**src/rtl/fetch_prefetch_queue_if.sv**
```systemverilog
// Instruction-memory request/response bus between the prefetch queue (master)
// and a pipelined, in-order instruction memory (slave).
interface fetch_prefetch_queue_if;
  logic        imem_req;
  logic [31:0] imem_addr;
  logic        imem_gnt;
  logic        imem_rvalid;
  logic [31:0] imem_rdata;

  modport master (
    output imem_req,
    output imem_addr,
    input  imem_gnt,
    input  imem_rvalid,
    input  imem_rdata
  );

  modport slave (
    input  imem_req,
    input  imem_addr,
    output imem_gnt,
    output imem_rvalid,
    output imem_rdata
  );
endinterface

```
**src/rtl/fetch_prefetch_queue.sv**
```systemverilog
// Instruction prefetch buffer in front of the fetch stage. Issues sequential
// word fetches, buffers up to DEPTH returned instructions with their PCs and
// presents the head to fetch. A redirect flushes the buffer and arranges for
// responses that are still in flight to be dropped.
module fetch_prefetch_queue #(
  parameter int unsigned DEPTH    = 4,
  parameter logic [31:0] RESET_PC = 32'h0000_0000,
  parameter logic [31:0] NOP      = 32'h0000_0013
) (
  input  logic                          clk,
  input  logic                          rst,
  input  logic                          Redirect,
  input  logic [31:0]                   RedirectPC,
  input  logic                          StallF,
  output logic [31:0]                   InstrF,
  output logic [31:0]                   PCF,
  output logic                          ValidF,
  fetch_prefetch_queue_if.master        imem
);

  localparam int unsigned PW = $clog2(DEPTH);
  localparam int unsigned CW = $clog2(DEPTH + 1);
  // Occupancy sum needs headroom above the individual counter width.
  localparam int unsigned SW = CW + 2;

  typedef logic [CW-1:0] cnt_t;
  typedef logic [PW-1:0] ptr_t;

  localparam cnt_t          CNT_ZERO = cnt_t'(1'b0);
  localparam cnt_t          CNT_ONE  = cnt_t'(1'b1);
  localparam ptr_t          PTR_ZERO = ptr_t'(1'b0);
  localparam ptr_t          PTR_ONE  = ptr_t'(1'b1);
  localparam logic [SW-1:0] DEPTH_S  = SW'(DEPTH);

  logic [31:0] fetch_pc_q, fetch_pc_d;
  logic [31:0] resp_pc_q,  resp_pc_d;
  cnt_t        count_q,    count_d;
  cnt_t        outst_q,    outst_d;
  cnt_t        discard_q,  discard_d;
  ptr_t        rd_ptr_q,   rd_ptr_d;
  ptr_t        wr_ptr_q,   wr_ptr_d;
  logic [31:0] ent_instr_q [DEPTH];
  logic [31:0] ent_instr_d [DEPTH];
  logic [31:0] ent_pc_q    [DEPTH];
  logic [31:0] ent_pc_d    [DEPTH];

  logic [SW-1:0] occupancy;
  logic          head_valid;
  logic          grant;
  logic          resp_expected;
  logic          resp_drop;
  logic          resp_take;
  logic          pop;
  logic [31:0]   redirect_pc_aligned;

  // Request issue and handshake decode; a slot is reserved for every request
  // so a response can always be stored when it returns.
  always_comb begin
    occupancy           = SW'(count_q) + SW'(outst_q) + SW'(discard_q);
    imem.imem_req       = !Redirect && (occupancy < DEPTH_S);
    imem.imem_addr      = fetch_pc_q;
    grant               = imem.imem_req && imem.imem_gnt;
    head_valid          = (count_q != CNT_ZERO);
    resp_expected       = (discard_q != CNT_ZERO) || (outst_q != CNT_ZERO);
    resp_drop           = imem.imem_rvalid && (discard_q != CNT_ZERO);
    resp_take           = imem.imem_rvalid && !Redirect &&
                          (discard_q == CNT_ZERO) && (outst_q != CNT_ZERO);
    pop                 = head_valid && !StallF && !Redirect;
    redirect_pc_aligned = RedirectPC & 32'hFFFF_FFFC;
  end

  // Head-of-queue presentation; an empty queue shows a NOP at the PC expected next.
  always_comb begin
    ValidF = head_valid;
    if (head_valid) begin
      InstrF = ent_instr_q[rd_ptr_q];
      PCF    = ent_pc_q[rd_ptr_q];
    end else begin
      InstrF = NOP;
      PCF    = resp_pc_q;
    end
  end

  // Next-state for PCs, counters, pointers and storage; redirect overrides everything.
  always_comb begin
    fetch_pc_d  = fetch_pc_q;
    resp_pc_d   = resp_pc_q;
    count_d     = count_q;
    outst_d     = outst_q;
    discard_d   = discard_q;
    rd_ptr_d    = rd_ptr_q;
    wr_ptr_d    = wr_ptr_q;
    ent_instr_d = ent_instr_q;
    ent_pc_d    = ent_pc_q;
    if (Redirect) begin
      fetch_pc_d = redirect_pc_aligned;
      resp_pc_d  = redirect_pc_aligned;
      count_d    = CNT_ZERO;
      rd_ptr_d   = PTR_ZERO;
      wr_ptr_d   = PTR_ZERO;
      outst_d    = CNT_ZERO;
      // Everything still outstanding becomes discard; a response landing now
      // is dropped here and so is no longer owed.
      if (imem.imem_rvalid && resp_expected) begin
        discard_d = discard_q + outst_q - CNT_ONE;
      end else begin
        discard_d = discard_q + outst_q;
      end
    end else begin
      fetch_pc_d = grant ? (fetch_pc_q + 32'd4) : fetch_pc_q;
      discard_d  = resp_drop ? (discard_q - CNT_ONE) : discard_q;
      outst_d    = outst_q + (grant ? CNT_ONE : CNT_ZERO) - (resp_take ? CNT_ONE : CNT_ZERO);
      count_d    = count_q + (resp_take ? CNT_ONE : CNT_ZERO) - (pop ? CNT_ONE : CNT_ZERO);
      rd_ptr_d   = pop ? (rd_ptr_q + PTR_ONE) : rd_ptr_q;
      if (resp_take) begin
        ent_instr_d[wr_ptr_q] = imem.imem_rdata;
        ent_pc_d[wr_ptr_q]    = resp_pc_q;
        wr_ptr_d              = wr_ptr_q + PTR_ONE;
        resp_pc_d             = resp_pc_q + 32'd4;
      end else begin
        wr_ptr_d  = wr_ptr_q;
        resp_pc_d = resp_pc_q;
      end
    end
  end

  // State registers with asynchronous active-low reset.
  always_ff @(posedge clk or negedge rst) begin
    if (!rst) begin
      fetch_pc_q  <= RESET_PC;
      resp_pc_q   <= RESET_PC;
      count_q     <= CNT_ZERO;
      outst_q     <= CNT_ZERO;
      discard_q   <= CNT_ZERO;
      rd_ptr_q    <= PTR_ZERO;
      wr_ptr_q    <= PTR_ZERO;
      ent_instr_q <= '{default: 32'h0000_0000};
      ent_pc_q    <= '{default: 32'h0000_0000};
    end else begin
      fetch_pc_q  <= fetch_pc_d;
      resp_pc_q   <= resp_pc_d;
      count_q     <= count_d;
      outst_q     <= outst_d;
      discard_q   <= discard_d;
      rd_ptr_q    <= rd_ptr_d;
      wr_ptr_q    <= wr_ptr_d;
      ent_instr_q <= ent_instr_d;
      ent_pc_q    <= ent_pc_d;
    end
  end

endmodule

```
**src/flat_wrapper.sv**
```systemverilog
// flat-port wrapper written by rule: the top's interface ports become plain ports
module fetch_prefetch_queue_flat 
#(
  parameter int unsigned DEPTH    = 4,
  parameter logic [31:0] RESET_PC = 32'h0000_0000,
  parameter logic [31:0] NOP      = 32'h0000_0013
)
  (clk, rst, Redirect, RedirectPC, StallF, InstrF, PCF, ValidF, imem_imem_req, imem_imem_addr, imem_imem_gnt, imem_imem_rvalid, imem_imem_rdata);
  fetch_prefetch_queue_if imem_i ();
  input  logic clk;
  input  logic rst;
  input  logic Redirect;
  input  logic [31:0] RedirectPC;
  input  logic StallF;
  output logic [31:0] InstrF;
  output logic [31:0] PCF;
  output logic ValidF;
  output wire logic [$bits(imem_i.imem_req)-1:0] imem_imem_req;
  output wire logic [$bits(imem_i.imem_addr)-1:0] imem_imem_addr;
  input wire logic [$bits(imem_i.imem_gnt)-1:0] imem_imem_gnt;
  input wire logic [$bits(imem_i.imem_rvalid)-1:0] imem_imem_rvalid;
  input wire logic [$bits(imem_i.imem_rdata)-1:0] imem_imem_rdata;
  assign imem_imem_req = imem_i.imem_req;
  assign imem_imem_addr = imem_i.imem_addr;
  assign imem_i.imem_gnt = imem_imem_gnt;
  assign imem_i.imem_rvalid = imem_imem_rvalid;
  assign imem_i.imem_rdata = imem_imem_rdata;
  fetch_prefetch_queue #(.DEPTH(DEPTH), .RESET_PC(RESET_PC), .NOP(NOP)) u_core (.clk(clk), .rst(rst), .Redirect(Redirect), .RedirectPC(RedirectPC), .StallF(StallF), .InstrF(InstrF), .PCF(PCF), .ValidF(ValidF), .imem(imem_i));
endmodule
```
**config.mk**
```make
export PLATFORM = sky130hd
export DESIGN_NAME = fetch_prefetch_queue_flat
export DESIGN_NICKNAME = d
export VERILOG_FILES = /design/src/rtl/fetch_prefetch_queue_if.sv /design/src/rtl/fetch_prefetch_queue.sv /design/src/flat_wrapper.sv
export SDC_FILE = /design/constraint.sdc
export NUM_CORES = 1
export LEC_CHECK = 0
export ABC_AREA = 0
export BUFFER_PORTS_ARGS = -buffer_cell sky130_fd_sc_hd__buf_2
export CAP_MARGIN = 20
export CORE_UTILIZATION = 55
export DETAILED_ROUTE_END_ITERATION = 8
export GPL_ROUTABILITY_DRIVEN = 0
export HOLD_SLACK_MARGIN = 0.15
export PLACE_DENSITY = 0.75
export SLEW_MARGIN = 20
export SYNTH_ARGS = -nofsm -noshare
export SYNTH_HDL_FRONTEND = slang
export SYNTH_SLANG_ARGS = --single-unit
export TNS_END_PERCENT = 100
```
**constraint.sdc**
```tcl
create_clock -name clk -period 7.7 [get_ports clk]
set_clock_uncertainty 0.1 [all_clocks]
set_input_delay 0 -clock clk [delete_from_list [all_inputs] [get_ports clk]]
set_output_delay 0 -clock clk [all_outputs]
set_load 0.05 [all_outputs]
```
# Word level (Yosys, flattened, before mapping)

Index checks and enable logic that the tools add are counted.

Add/sub/neg operators: 13
Magnitude comparators: 4
Muxes and demuxes: 28
Bitwise operators: 3
Reductions and logical operators: 22

Operator list:

| kind                    | count |
|---|---|
| $mux W32                | 11 |
| $bwmux W128             | 2 |
| $bmux W32 S2            | 2 |
| $add A32 B3 Y32 const B | 2 |
| $demux W32 S2           | 1 |
| $mux W3                 | 5 |
| $logic_and A1 B1 Y1     | 10 |
| $add A3 B3 Y3           | 3 |
| $reduce_bool A3 Y1      | 3 |
| $mux W2                 | 4 |
| $reduce_bool A2 Y1      | 4 |
| $ge A3 B3 Y1 const B    | 2 |
| $not A2 Y3              | 2 |
| $sub A3 B1 Y3 const B   | 2 |
| $sub A3 B3 Y3           | 2 |
| $add A5 B3 Y5           | 1 |
| $lt A5 B3 Y1 const B    | 1 |
| $add A2 B1 Y2 const B   | 2 |
| $add A3 B3 Y4           | 1 |
| $logic_not A3 Y1        | 1 |
| $lt A3 B1 Y1 const B    | 1 |
| $mux W1                 | 3 |
| $logic_not A1 Y1        | 2 |
| $reduce_and A2 Y1       | 1 |
| 2 further kinds         | 2 |

Register bits after elaboration: 333
Input port bits: 70
Output and inout port bits: 98
Logic and storage cells: 85

# Depth between registers and ports, before layout

Depth in word-level cells: 9
Mapped depth: 15
Depth with buffers taken out: 13

# Least setup slack after synthesis

Ideal clock, no wire load.

Path kind: register -> register
Start: register u_core.outst_q[0]
End: register u_core.outst_q[2]
Setup time: 0.132 ns
Arrival time: 3.421 ns
Required time: 7.468 ns
Path slack: 4.047 ns
Stages on the path, launching flop included: 16
Path buffers: 2
Clock period less this slack: 3.653 ns
Cell sequence: dfrtp_1 -> ha_1 -> fa_1 -> xor2_1 -> ha_1 -> or4_1 -> a211o_1 -> buf_2 -> or2_0 -> clkbuf_1 -> inv_1 -> ha_1 -> inv_1 -> fa_1 -> xnor2_1 -> nor2_1

Word-level cells in the longest chain between the ends: 9
Elaborated cells between the ends (all ways): 12
Classes of those cells: 4 x add/sub; 1 x order compare; 3 x mux; 4 x reduce/logical

Ends and longest elaborated chain:

| what                        | line                        | RTL |
|---|---|---|
| start, declared             | fetch_prefetch_queue.sv:38  | `cnt_t outst_q, outst_d;` |
| start signal, assigned      | fetch_prefetch_queue.sv:143 | `outst_q <= outst_d;` |
| $add A3 B3 Y4               | fetch_prefetch_queue.sv:59  | `occupancy = SW'(count_q) + SW'(outst_q) + SW'(discard_q);` |
| $add A5 B3 Y5               | fetch_prefetch_queue.sv:59  |  |
| $lt A5 B3 Y1                | fetch_prefetch_queue.sv:60  | `imem.imem_req = !Redirect && (occupancy < DEPTH_S);` |
| $logic_and A1 B1 Y1         | fetch_prefetch_queue.sv:60  |  |
| $logic_and A1 B1 Y1         | fetch_prefetch_queue.sv:62  | `grant = imem.imem_req && imem.imem_gnt;` |
| $mux W1                     | fetch_prefetch_queue.sv:112 | `outst_d = outst_q + (grant ? CNT_ONE : CNT_ZERO) - (resp_take ? CNT_ONE : CNT_ZERO);` |
| $add A3 B3 Y3               | fetch_prefetch_queue.sv:112 |  |
| $sub A3 B3 Y3 *             | fetch_prefetch_queue.sv:112 |  |
| $mux W3 *                   | fetch_prefetch_queue.sv:95  | `if (Redirect) begin` |
| named net u_core.outst_d[2] | fetch_prefetch_queue.sv:38  |  |

Mark *: on every way through the listed nets, which the timed path passes. The rest lies on a longest branch.
A chain may end at the register's enable or synchronous reset.

# Worst setup path after layout

Start: register u_core.outst_q[0]
End: register u_core.fetch_pc_q[30], in the netlist u_core.imem.imem_addr[30]

Word-level cells in the longest chain between the ends: 6

Ends and longest elaborated chain:

| what                                | line                        | RTL |
|---|---|---|
| $add A3 B3 Y4                       | fetch_prefetch_queue.sv:59  |  |
| $add A5 B3 Y5                       | fetch_prefetch_queue.sv:59  |  |
| $lt A5 B3 Y1                        | fetch_prefetch_queue.sv:60  |  |
| $logic_and A1 B1 Y1                 | fetch_prefetch_queue.sv:60  |  |
| $logic_and A1 B1 Y1                 | fetch_prefetch_queue.sv:62  |  |
| $reduce_bool A2 Y1 (no source line) | -                           |  |
| end signal, assigned                | fetch_prefetch_queue.sv:140 | `fetch_pc_q <= fetch_pc_d;` |
| end, declared                       | fetch_prefetch_queue.sv:35  | `logic [31:0] fetch_pc_q, fetch_pc_d;` |

Every way passes these cells.

==> impl_metrics.json <==
{
  "grt_pass1_wl_mm": 57.5,
  "start_util_pct": 56.1,
  "p_per_area_nw_per_um2": 300,
  "synth-seq-cells": 321,
  "htree_levels": 2,
  "hold_path_class": "in -> reg",
  "synthesis.area_um2": 15700,
  "hold_viol_final": 0,
  "slew_violations": 0,
  "tightest_slew_ps": 1070,
  "cts_sinks": 321,
  "static-leakage-power_nw": 8.92,
  "synth_warnings": 0,
  "wl_per_cell_um": 20.0,
  "ant_nets": 0,
  "io_pins": 168,
  "whs_ps": 195,
  "layout-drive-gt1-share_pct": 40.0,
  "worstPathRequired_ps": 8040,
  "async_flop_share_pct": 100,
  "path_clk_slew_ps": 60,
  "clockRootBuffer": "clkbuf_16",
  "place_ws_ps": 3220,
  "rsz0062_at_grt": "false",
  "drc_errors": 0,
  "numCtsBuffers": 36,
  "drt_iter0_drc": 825,
  "cts_tree": "done",
  "grt_pass1_vias": 10900,
  "instances_no_fill": 1804,
  "end_kind": "flop",
  "ys_seq_area_share_pct": 51.2,
  "avgSynthCellArea_um2": 13.1,
  "tns_ps": 0,
  "synth-main-ff-cell": "dfrtp_1",
  "worstPathCellList": "ha_1 -> fa_1 -> xor2_1 -> ha_1 -> or4_1 -> a211o_1 -> or2_0 -> or4_1 -> nand3_1 -> dlygate4sd3_1",
  "vias": 10700,
  "slowest_delay_ps": 670,
  "grt_overflow_total": 0,
  "period_needed_ps": 4500,
  "coreArea_um2": 27900,
  "wirelength_mm": 36.0,
  "io_buffer_count": 161,
  "relSlewSlack_pct": 28.9,
  "cap_violations": 0,
  "antenna_found_initial": 0,
  "cpMaxStageDelayCell": "or2_0",
  "hpwl_mm": 21.1,
  "cts-resized-gates": 0,
  "grt_usage_pct": 25.3,
  "synth_cells": 1199,
  "ir_drop_uv": 239,
  "cts_max_path_buffers": 3,
  "synth_cell_types": 49,
  "cp_max_fo": 19,
  "antenna_cells": 0,
  "dp.cells": 1657,
  "drt_pre_antenna_iters": 5,
  "fmax_mhz": 222,
  "status": "completed",
  "row_count": 61,
  "worstSetupPathType": "reg -> reg",
  "die_w_um": 171,
  "insertion_delay_ps": 510,
  "finalSetupViolations": 0,
  "period_share_pct": 58.4,
  "worst_slack_ps": 3200,
  "die_area_um2": 29200,
  "final_nets": 1492,
  "arrival_ps": 4840,
  "synth-edff-count": 0,
  "via_per_inst": 5.91,
  "grt_start_max_net_pins": 100,
  "die_y_um": 171,
  "fin_util_pct": 67.0,
  "critPathLaunchType": "flop",
  "area_growth_pct": 19.4
}
-- cell usage in the layout (no fill, tap or decap), types with 7 or more instances in the layout --
cell           synthesis  layout
inv_1                 24      24
mux2_2               274     274
or3_1                  7       7
nand3_1               25      25
clkbuf_1              70      14
xnor2_1               25      25
xor2_1                11      11
nor2_1                18      18
nor4_1                20      20
a21oi_1                9       9
nand4_1               17      17
buf_2                  6     160
o311ai_0              17      17
nor2b_1               33      33
o211ai_1              18      18
o21ai_0               36      36
mux4_2                62      62
nor3_1                13      12
and2_1                 7       7
or4_1                  9       9
dfrtp_1              321     319
nand2_1               82      78
dlygate4sd3_1          0      81
and3_1                13      13
buf_4                  4       8
clkbuf_16              0      37
ha_1                  19      19
-- cell usage after synthesis, types with 2 or more instances --
cell,number,share of area [%]
clkbuf_1,70,1.7
nor2b_1,33,1.3
a21boi_0,4,0.19
fa_1,4,0.51
nand4_1,17,0.68
dfrtp_1,321,51
mux4_2,62,8.9
mux2_2,274,20
or4_1,9,0.43
xor2_1,11,0.61
a21oi_1,9,0.29
nor3_1,13,0.42
a211o_1,3,0.17
xnor2_1,25,1.4
and4_1,4,0.22
o211ai_1,18,0.86
buf_2,6,0.19
nor4_1,20,0.80
nand2b_1,4,0.16
nor2_1,18,0.43
and2_1,7,0.28
buf_1,13,0.31
nand3_1,25,0.80
nand2_1,82,2.0
or2_2,4,0.16
or3_1,7,0.28
and3_1,13,0.52
a31oi_1,2,0.080
inv_1,24,0.57
buf_4,4,0.19
o31ai_1,4,0.19
a21o_1,3,0.14
o311ai_0,17,0.95
ha_1,19,1.5
o21ai_0,36,1.1
-- report_power, final --
group	leakage (nW)	switching [mW]	internal [mW]
clock network	0.568	0.674	1.03
registers	4.33	0.192	1.88
logic	4.02	1.13	0.712
total	8.92	2.00	3.63
-- per-layer routing --
metal / global-route usage (%) / vias up / wire [um]
li1: - / 4781 / -
met2: 41.9 / 349 / 17200
met3: 4.72 / 53 / 2330
met1: 34.7 / 5482 / 15900
met5: 0 / - / 0
met4: 6.33 / 0 / 642
-- worst max-delay path: cells and delay by family, from the launching register on --
| family | cells | cell delay, ps |
|---|---|---|
| xor gates and xnor gates | 1 | 150 |
| and+or+nand+nor | 4 | 1910 |
| buffers and inverters | 1 | 550 |
| DFF | 1 | 410 |
| AOI/OAI and AO/OA | 1 | 510 |
| adders and majority gates | 3 | 790 |
-- area by class of cell --
type / count / area [um^2]
inverter: 25 / 93.8
sequential: 321 / 8040
fill: 2042 / 9210
timing repair buffer: 252 / 1730
clock buffer: 55 / 1030
multi-input combinational: 763 / 7220
tap: 378 / 473
clock inverter: 10 / 135
-- path summary, 6_finish.rpt --
check,from,endpoint,slack [ps],depth (start not counted)
setup / recovery,u_core.outst_q[0]$_DFF_PN0_,u_core.imem.imem_addr[30]$_DFFE_PN0P_,3200,10
hold / removal,imem_imem_rdata[21],u_core.ent_instr_q[85]$_DFFE_PN0P_,190,3
setup reg to reg,u_core.outst_q[0]$_DFF_PN0_,u_core.imem.imem_addr[30]$_DFFE_PN0P_,3200,10
hold reg to reg,u_core.ent_pc_q[50]$_DFFE_PN0P_,u_core.ent_pc_q[50]$_DFFE_PN0P_,380,2
max in group asynchronous,rst,u_core.ent_instr_q[66]$_DFFE_PN0P_,6080,4
min in group asynchronous,rst,u_core.discard_q[2]$_DFFE_PN0P_,600,4
-- what timing repair did --
item | CTS | global route
endpoints found under the hold margin | 299 | 0
setup buffers | 0 | 0
hold buffers | 82 | 0
-- state kept, by name, summed over array words and instances, names as in the netlist --
name,flops
u_core.wr_ptr_q,2
u_core.ent_pc_q,120
u_core.imem.imem_addr,30
u_core.count_q,3
u_core.discard_q,3
u_core.ent_instr_q,128
u_core.rd_ptr_q,2
u_core.resp_pc_q,30
u_core.outst_q,3
-- metrics by stage --
step / cell area (um^2) / power, mW
global route: 18700 / 5.88
CTS: 18700 / 5.67
global placement: 16700 / 3.88
finish: 18700 / 5.62
detailed placement: 16700 / 3.92
floorplan: 15700 / 3.47
-- cells by family after synthesis --
group / count (synthesis) / synth area share (%)
mux: 337 / 28.7
flops: 321 / 51.2
simple gates: 259 / 8.60
buf+inv: 118 / 2.97
compound gates: 104 / 4.47
xor+xnor: 36 / 2.01
fa+ha+maj: 23 / 2.03
other cells: 1 / 0.0239
Note: power is estimated with default switching activity, not from simulation.
